[config.mk]
export PLATFORM = sky130hd
export DESIGN_NAME = move_sequencer
export DESIGN_NICKNAME = d
export VERILOG_FILES = /design/src/rtl/move_sequencer.sv
export SDC_FILE = /design/constraint.sdc
export NUM_CORES = 1
export LEC_CHECK = 0
export ABC_AREA = 1
export CORE_ASPECT_RATIO = 1.25
export CORE_MARGIN = 3
export CORE_UTILIZATION = 64
export DETAILED_ROUTE_END_ITERATION = 8
export DONT_BUFFER_PORTS = 1
export PLACE_DENSITY = 0.8
export SLEW_MARGIN = 10
export SYNTH_ARGS = -nofsm -noshare
export SYNTH_HDL_FRONTEND = slang
export SYNTH_SLANG_ARGS = --single-unit
export TNS_END_PERCENT = 20
[constraint.sdc]
create_clock -name clk -period 3.8 [get_ports clk]
set_clock_uncertainty 0.2 [all_clocks]
set_input_delay 0.19 -clock clk [delete_from_list [all_inputs] [get_ports clk]]
set_output_delay 0.19 -clock clk [all_outputs]
set_load 0.02 [all_outputs]
[src/rtl/move_sequencer.sv]
// Move sequencer for a falling L-tromino on an 8x8 board.
// Buffers move/gravity requests as sticky pending flags, services them one
// at a time in priority order through a single-cycle collision check, and
// hands a blocked piece to the board owner through a LOCK/ack handshake.
module move_sequencer (
  input  logic       clk,
  input  logic       rst,
  input  logic       start,
  input  logic       game_clk,
  input  logic       btn_right_en,
  input  logic       btn_left_en,
  input  logic       btn_rotate_en,
  input  logic       btn_down_en,
  input  logic [7:0] fallenBlocks [0:7],
  input  logic       lock_ack,
  output logic [2:0] cur_pos_x,
  output logic [2:0] cur_pos_y,
  output logic [1:0] cur_rot,
  output logic       lock_valid,
  output logic       game_over,
  output logic       busy
);

  typedef enum logic [2:0] {
    IDLE  = 3'd0,
    SPAWN = 3'd1,
    WAIT  = 3'd2,
    CHECK = 3'd3,
    LOCK  = 3'd4,
    OVER  = 3'd5
  } state_t;

  // Pending bit order doubles as priority order: bit 0 is serviced first.
  localparam int P_RIGHT  = 0;
  localparam int P_LEFT   = 1;
  localparam int P_ROTATE = 2;
  localparam int P_DOWN   = 3;

  state_t     state_reg, state_next;
  logic [2:0] cur_x_reg, cur_x_next;
  logic [2:0] cur_y_reg, cur_y_next;
  logic [1:0] cur_rot_reg, cur_rot_next;
  logic [4:0] pend_reg, pend_next;
  // Candidate coordinates are 4 bits wide so stepping off either edge shows
  // up as a value above 7 instead of wrapping back onto the board.
  logic [3:0] cand_x_reg, cand_x_next;
  logic [3:0] cand_y_reg, cand_y_next;
  logic [1:0] cand_rot_reg, cand_rot_next;
  logic       cand_fall_reg, cand_fall_next;

  logic [4:0] req;
  logic [4:0] clr;
  logic [3:0] cell_used;
  logic [3:0] cell_hit;
  logic       cand_hit;
  logic       spawn_hit;

  assign req = {game_clk, btn_down_en, btn_rotate_en, btn_left_en, btn_right_en};

  // Cells of the 2x2 box: 0=(x,y) 1=(x+1,y) 2=(x,y+1) 3=(x+1,y+1); each rotation drops one.
  always_comb begin
    cell_used = 4'b1111;
    case (cand_rot_reg)
      2'd0:    cell_used = 4'b1101;
      2'd1:    cell_used = 4'b0111;
      2'd2:    cell_used = 4'b1011;
      default: cell_used = 4'b1110;
    endcase
  end

  genvar gi;
  generate
    for (gi = 0; gi < 4; gi++) begin : g_cell
      logic [4:0] cell_x;
      logic [4:0] cell_y;
      assign cell_x = {1'b0, cand_x_reg} + 5'(gi % 2);
      assign cell_y = {1'b0, cand_y_reg} + 5'(gi / 2);
      assign cell_hit[gi] = cell_used[gi] &&
                            ((cell_x > 5'd7) || (cell_y > 5'd7) ||
                             fallenBlocks[cell_y[2:0]][cell_x[2:0]]);
    end
  endgenerate

  assign cand_hit = |cell_hit;
  // Spawn placement is fixed: rotation 0 at (3,0) occupies (3,0),(3,1),(4,1).
  assign spawn_hit = fallenBlocks[0][3] | fallenBlocks[1][3] | fallenBlocks[1][4];

  // Next-state, request bookkeeping and candidate selection.
  always_comb begin
    state_next     = state_reg;
    cur_x_next     = cur_x_reg;
    cur_y_next     = cur_y_reg;
    cur_rot_next   = cur_rot_reg;
    cand_x_next    = cand_x_reg;
    cand_y_next    = cand_y_reg;
    cand_rot_next  = cand_rot_reg;
    cand_fall_next = cand_fall_reg;
    clr            = 5'd0;
    pend_next      = pend_reg;

    if (state_reg == SPAWN || state_reg == WAIT || state_reg == CHECK) begin
      pend_next = pend_reg | req;
    end

    case (state_reg)
      IDLE: begin
        if (start) begin
          state_next   = SPAWN;
          cur_x_next   = 3'd3;
          cur_y_next   = 3'd0;
          cur_rot_next = 2'd0;
        end
      end
      SPAWN: begin
        state_next = spawn_hit ? OVER : WAIT;
      end
      WAIT: begin
        if (|pend_reg) begin
          state_next     = CHECK;
          cand_x_next    = {1'b0, cur_x_reg};
          cand_y_next    = {1'b0, cur_y_reg};
          cand_rot_next  = cur_rot_reg;
          cand_fall_next = 1'b0;
          if (pend_reg[P_RIGHT]) begin
            cand_x_next = {1'b0, cur_x_reg} + 4'd1;
            clr[P_RIGHT] = 1'b1;
          end else if (pend_reg[P_LEFT]) begin
            cand_x_next = {1'b0, cur_x_reg} - 4'd1;
            clr[P_LEFT] = 1'b1;
          end else if (pend_reg[P_ROTATE]) begin
            cand_rot_next = cur_rot_reg + 2'd1;
            clr[P_ROTATE] = 1'b1;
          end else if (pend_reg[P_DOWN]) begin
            cand_y_next    = {1'b0, cur_y_reg} + 4'd1;
            cand_fall_next = 1'b1;
            clr[P_DOWN]    = 1'b1;
          end else begin
            cand_y_next    = {1'b0, cur_y_reg} + 4'd1;
            cand_fall_next = 1'b1;
            clr[4]         = 1'b1;
          end
          pend_next = (pend_reg | req) & ~clr;
        end
      end
      CHECK: begin
        if (!cand_hit) begin
          cur_x_next   = cand_x_reg[2:0];
          cur_y_next   = cand_y_reg[2:0];
          cur_rot_next = cand_rot_reg;
          state_next   = WAIT;
        end else if (cand_fall_reg) begin
          state_next = LOCK;
          pend_next  = 5'd0;
        end else begin
          state_next = WAIT;
        end
      end
      LOCK: begin
        if (lock_ack) begin
          state_next   = SPAWN;
          cur_x_next   = 3'd3;
          cur_y_next   = 3'd0;
          cur_rot_next = 2'd0;
        end
      end
      default: begin
        state_next = OVER;
      end
    endcase
  end

  // State and datapath registers, cleared asynchronously.
  always_ff @(posedge clk or posedge rst) begin
    if (rst) begin
      state_reg     <= IDLE;
      cur_x_reg     <= 3'd0;
      cur_y_reg     <= 3'd0;
      cur_rot_reg   <= 2'd0;
      pend_reg      <= 5'd0;
      cand_x_reg    <= 4'd0;
      cand_y_reg    <= 4'd0;
      cand_rot_reg  <= 2'd0;
      cand_fall_reg <= 1'b0;
    end else begin
      state_reg     <= state_next;
      cur_x_reg     <= cur_x_next;
      cur_y_reg     <= cur_y_next;
      cur_rot_reg   <= cur_rot_next;
      pend_reg      <= pend_next;
      cand_x_reg    <= cand_x_next;
      cand_y_reg    <= cand_y_next;
      cand_rot_reg  <= cand_rot_next;
      cand_fall_reg <= cand_fall_next;
    end
  end

  assign cur_pos_x  = cur_x_reg;
  assign cur_pos_y  = cur_y_reg;
  assign cur_rot    = cur_rot_reg;
  assign lock_valid = (state_reg == LOCK);
  assign game_over  = (state_reg == OVER);
  assign busy       = (state_reg == CHECK);

endmodule

Word-level counts from Yosys, hierarchy flattened --
Index checks and enable logic that the tools add are counted. Widths: inputs -> output; s select.
Operators by class: add/sub/neg operators 6, order comparisons 8, equality and inequality tests 11, mux-type cells 62, bitwise operators 7, reductions and logical operators 22
Operators with widths (count):
- $bmux 8 s3 | 2
- $mux 3 | 13
- $mux 4 | 8
- $mux 8 | 4
- $mux 5 | 4
- $pmux 3 s3 | 2
- $pmux 3 s5 | 1
- $mux 1 | 14
- $mux 2 | 7
- $bmux 1 s3 | 4
- $pmux 4 s3 | 1
- $add 4x1->5 const B | 2
- $gt 5x3->1 const B | 2
- $logic_or 1x1->1 | 10
- $pmux 5 s2 | 1
- $add 3x1->4 const B | 2
- $ge 4x4->1 const B | 2
- $gt 4x3->1 const B | 2
- $lt 3x4->1 const B | 2
- $not 3->4 | 2
- $eq 3x2->1 const B | 2
- $eq 3x3->1 const B | 2
- $ne 2x2->1 const B | 3
- $pmux 2 s3 | 1
- other kinds (19) | 23
Word-level totals: register bits after elaboration 27, input port bits 73, output and inout bits 11, logic and storage cells 125

Depth between registers and ports, before layout --
depth in word-level cells 12, depth in mapped cells 23, mapped depth without buffers 19

Worst setup path before layout --
Ideal clock, no wire load.
path type reg-to-reg, from reg cand_y_reg[0], to reg pend_reg[4], setup time 129 ps, arrival time 2488 ps, data required time 3471 ps, setup slack 984 ps, cell stages (with the launch flop) 22, buffers on the path 5, clock period less this slack 2816 ps, cell sequence dfrtp_1 buf_2 inv_2 buf_2 ha_1 buf_2 buf_1 nand3_1 nand3_1 nand3_1 nand2_1 nor2_1 nand2_1 nand2_1 nand2_1 nand2_1 nand2_1 nor2_2 buf_4 nand2_1 nand3_1 nand3_1
On the way: longest elaborated chain between the ends 12, elaborated cells between the ends (all ways) 34, those cells by class add/sub: 1; order compare: 2; mux: 16; bitwise: 2; reduce/logical: 13
RTL lines:
- from (decl) | RTL line 47 | logic [3:0] cand_y_reg, cand_y_next;
- from (signal assigned) | RTL line 191 | cand_y_reg <= cand_y_next;
- $add 4x1->5 | RTL line 77 | assign cell_y = {1'b0, cand_y_reg} + 5'(gi / 2);
- $not 3->4 (not written as such) | RTL line 80 | fallenBlocks[cell_y[2:0]][cell_x[2:0]]);
- $bmux 8 s3 | RTL line 80
- $mux 8 (not written as such) (2 in series) | RTL line 80
- $bmux 1 s3 | RTL line 80
- $mux 1 (not written as such) | RTL line 80
- $logic_or 1x1->1 | RTL line 79 | ((cell_x > 5'd7) || (cell_y > 5'd7) ||
- $logic_and 1x1->1 | RTL line 78 | assign cell_hit[gi] = cell_used[gi] &&
- $reduce_or 4->1 * | RTL line 84 | assign cand_hit = |cell_hit;
- $mux 5 * | RTL line 146 | if (!cand_hit) begin
- $pmux 5 s2 * | RTL line 105 | case (state_reg)
- net pend_next[4] | RTL line 43 | logic [4:0] pend_reg, pend_next;
- to (signal assigned) | RTL line 189 | pend_reg <= pend_next;
- to (decl) | RTL line 43
Mark *: on every way through the listed nets, which the timed path passes. The rest lies on a longest branch. The select of a mux whose other input is x is not followed. A chain may end at the register's enable or synchronous reset.

Final worst setup path --
from reg cand_x_reg[0], to reg state_reg[2]
On the way: longest elaborated chain between the ends 8, elaborated cells between the ends (all ways) 26, those cells by class add/sub: 1; order compare: 2; mux: 10; reduce/logical: 13
RTL lines:
- from (decl) | RTL line 46 | logic [3:0] cand_x_reg, cand_x_next;
- from (signal assigned) | RTL line 190 | cand_x_reg <= cand_x_next;
- $add 4x1->5 | RTL line 76 | assign cell_x = {1'b0, cand_x_reg} + 5'(gi % 2);
- $gt 5x3->1 / $bmux 1 s3 (equally long branches) | RTL line 79, 80
- $logic_or 1x1->1 / $mux 1 (equally long branches) | RTL line 79, 80
- $logic_or 1x1->1 | RTL line 79
- $logic_and 1x1->1 | RTL line 78
- $reduce_or 4->1 * | RTL line 84
- $mux 3 * | RTL line 146
- $pmux 3 s5 * | RTL line 105
- to (signal assigned) | RTL line 185 | state_reg <= state_next;
- to (decl) | RTL line 39 | state_t state_reg, state_next;
Mark *: on every way between the ends. The rest lies on a longest branch, timed or not. The select of a mux whose other input is x is not followed.

==> run metrics <==
standard-cell row count 29; Clk Latency, worst-skew pair 0.27 ns; final std cells w/o fill 704; total power density per cell area approximately 150 nW/µm²; cell area after technology mapping roughly 3500 µm²; Critical-path top delay cell sky130_fd_sc_hd__dfrtp_1; DRT iter0 DRCs 196; endpoints failing setup 0; flip-flop and latch count after synthesis 27; number of diodes 0; Yosys warning count 0; clock buffers created by TritonCTS 3; average cell area after synthesis ~5.3 µm²; Netlist cell types 33; Synth Instances around 650; initial antenna violation count 0; grt total ovfl 0; unrepaired setup endpoints after global routing false; maximum capacitance violations 0; type of the worst min-delay path input pin to register; full die area 6340 µm²; maximum number of pins on one net before global-route repair between 60 and 70; initial cell density of the core 67.3%; met2 GRT Util between 50% and 60%; Post-layout nets about 720; final hold violation count 0; share of cells above drive strength 1 approximately 3.0%; Worst setup EP type register; maximum root-to-sink buffer count 2; height of the die a little under 90 µm; global routing's busiest layer met2; sink count of the clock tree 27; startpoint types register; worst-path maximum fanout 16; overall routed net length approximately 10000 µm; TritonCTS clock tree built; VDD IR max approximately 0.23 mV; total negative slack 0 ns; via count of the routed design 3977; number of cells in the design after placement 692; core region area between 5000 and 6000 µm²; first-pass GRT wire length approximately 16000 µm; share of the cycle needed by the critical path after routing 89.5%; CTS root buffer sky130_fd_sc_hd__clkbuf_8; number of flip-flops under the largest register name 5; vias per cell around 5.6; worst path required time 3.82 ns; vias in the first global route 3547; area grow syn2layout 3.43%; 1st-pass router iterations 5; CP Class register to register; leakage around 2.0 nW; chip width 71.8 µm; clock slew at the register clock pins of the worst setup and hold paths 0.09 ns; Peak Freq ~300 MHz; met3 usage in global routing approximately 3.4%; residual antenna-violating net count after detailed routing 0; routability congestion estimate slightly below 1; WP data arrival between 3 and 4 ns; status finished, final reports clean; average wire per cell in the routed design 13.8 µm; HPWL after DPL around 7400 µm; shortest clock period the worst path allows after layout roughly 3.4 ns; number of max-slew violations in the final report 0; met1 Track Usage GR about 34%; Max transition margin 33.0%; sequential fraction of the synthesis area 19.5%; cell seen most often among critical-path stages sky130_fd_sc_hd__nand2_1; all-layer global routing usage 30.7%; remaining design rule violation count 0; H-tree depth reported by CTS 1; # port buffers 0; Synth Net Count roughly 730; measured slew at the worst slew-check pin ~1.0 ns; chain of cells forming the critical path inv_1 -> ha_1 -> or2_2 -> nor2_1 -> nor2_1 -> nand2_1 -> nand2_1 -> nand2_1 -> nand2_1 -> nand4_1 -> nand3_1 -> nand4_1 -> dlygate4sd3_1; number of I/O pins 84; largest stage delay on the critical path 0.62 ns
==> worst max-delay path, delay by kind of cell, from the launching register on <==
kind / cells / cell delay, ns
fa+ha+maj: 1 / 0.44
buf+inv: 2 / 0.81
flops: 1 / 0.62
simple gates: 10 / 1.28
==> worst paths after layout <==
kind                       slack [ns]             to     startpoint  depth (start not counted)
min in group asynchronous        0.40    pend_reg[1]            rst                          2
max reg2reg                      0.40   state_reg[2]  cand_x_reg[0]                         13
max                              0.40   state_reg[2]  cand_x_reg[0]                         13
min reg2reg                      0.34   state_reg[0]   state_reg[0]                          1
min                             0.006    pend_reg[2]  btn_rotate_en                          4
max in group asynchronous        2.33  cand_y_reg[1]            rst                          2
==> metrics by stage <==
stage               total power, mW  area [µm²]  util (%)  hold slack (ns)  setup slack (ns)
floorplan                     0.360        3470         -           0.0427             0.984
global route                  0.565        3580      69.6           0.0256             0.110
CTS                           0.539        3580      69.5          0.00270             0.297
detailed placement            0.377        3460      67.1            0.163             0.584
finish                        0.540        3580      69.6          0.00557             0.398
global placement              0.375        3460      67.1            0.163             0.697
==> cells in the mapped netlist <==
library cell | number | share of area, %
sky130_fd_sc_hd__xnor2_1 | 2 | 0.51
sky130_fd_sc_hd__o41ai_1 | 1 | 0.25
sky130_fd_sc_hd__buf_1 | 3 | 0.32
sky130_fd_sc_hd__inv_2 | 2 | 0.22
sky130_fd_sc_hd__o31ai_1 | 2 | 0.43
sky130_fd_sc_hd__a31oi_1 | 2 | 0.36
sky130_fd_sc_hd__o21ai_0 | 18 | 2.6
sky130_fd_sc_hd__nand3_1 | 123 | 18
sky130_fd_sc_hd__clkbuf_1 | 6 | 0.65
sky130_fd_sc_hd__o21ai_2 | 1 | 0.25
sky130_fd_sc_hd__nand2_1 | 255 | 28
sky130_fd_sc_hd__ha_1 | 7 | 2.5
sky130_fd_sc_hd__o211ai_1 | 4 | 0.87
sky130_fd_sc_hd__a22o_1 | 1 | 0.25
sky130_fd_sc_hd__inv_1 | 101 | 11
sky130_fd_sc_hd__buf_2 | 18 | 2.6
sky130_fd_sc_hd__a21oi_1 | 7 | 1.0
sky130_fd_sc_hd__xor2_1 | 4 | 1.0
sky130_fd_sc_hd__a211oi_1 | 1 | 0.22
sky130_fd_sc_hd__nand3b_1 | 1 | 0.22
sky130_fd_sc_hd__dfrtp_1 | 27 | 19
sky130_fd_sc_hd__nor2_2 | 1 | 0.18
sky130_fd_sc_hd__a22oi_1 | 2 | 0.43
sky130_fd_sc_hd__or2_2 | 1 | 0.18
sky130_fd_sc_hd__nor2_1 | 36 | 3.9
sky130_fd_sc_hd__nand4_1 | 13 | 2.3
sky130_fd_sc_hd__xnor2_2 | 1 | 0.47
sky130_fd_sc_hd__nand3_2 | 1 | 0.29
sky130_fd_sc_hd__xor2_2 | 1 | 0.47
sky130_fd_sc_hd__buf_4 | 1 | 0.22
sky130_fd_sc_hd__o21ai_1 | 2 | 0.29
sky130_fd_sc_hd__a32oi_1 | 1 | 0.25
sky130_fd_sc_hd__nor3_1 | 6 | 0.87
==> layer usage <==
metal  wire [µm]  vias up
li1            -     2033
met1        3890     1758
met2        4950      153
met3         515       33
met4         377        0
met5           0        -
==> power by group <==
part           internal (mW)  total (mW)  switching [mW]
logic                 0.0319      0.0899          0.0580
clock network         0.0752       0.163          0.0881
registers              0.287       0.287               0
==> cell families after synthesis <==
group                    count (synthesis)  share of synthesized area, %
AO/OA/AOI/OAI                           42                          7.22
XOR/XNOR                                 8                          2.46
AND/OR/NAND/NOR                        437                          53.4
buffers and inverters                  131                          14.9
flip-flops                              27                          19.5
adder cells (fa/ha/maj)                  7                          2.53
==> layout make-up <==
class                           instances  area [µm²]
Fill cell                             503        1570
Clock buffer                            4        45.0
Tap cell                               62        77.6
Inverter                              103         387
Timing Repair Buffer                   14         125
Multi-Input combinational cell        494        2270
Sequential cell                        27         678
==> what timing repair did <==
action / CTS / global route
buffers inserted: 0 / 0
hold endpoints to repair: 32 / 0
setup endpoints to repair: 0 / 1
hold buffers: 8 / 0
gates resized for setup: 0 / 1
==> layout by cell type, fill, tap and decap left out, types with 2 or more instances in the layout <==
cell type,synthesis,final
sky130_fd_sc_hd__o21ai_0,18,18
sky130_fd_sc_hd__xnor2_1,2,2
sky130_fd_sc_hd__nand3_1,123,123
sky130_fd_sc_hd__buf_4,1,6
sky130_fd_sc_hd__a22oi_1,2,2
sky130_fd_sc_hd__dfrtp_2,0,2
sky130_fd_sc_hd__nor2_1,36,36
sky130_fd_sc_hd__nand2_1,255,255
sky130_fd_sc_hd__a31oi_1,2,2
sky130_fd_sc_hd__nor3_1,6,6
sky130_fd_sc_hd__a21oi_1,7,7
sky130_fd_sc_hd__dlygate4sd3_1,0,8
sky130_fd_sc_hd__ha_1,7,7
sky130_fd_sc_hd__dfrtp_1,27,25
sky130_fd_sc_hd__o21ai_1,2,2
sky130_fd_sc_hd__inv_1,101,101
sky130_fd_sc_hd__o31ai_1,2,2
sky130_fd_sc_hd__nand4_1,13,13
sky130_fd_sc_hd__o211ai_1,4,4
sky130_fd_sc_hd__inv_2,2,2
sky130_fd_sc_hd__xor2_1,4,4
sky130_fd_sc_hd__clkbuf_8,0,3
Power figures use the tool's default switching activity.
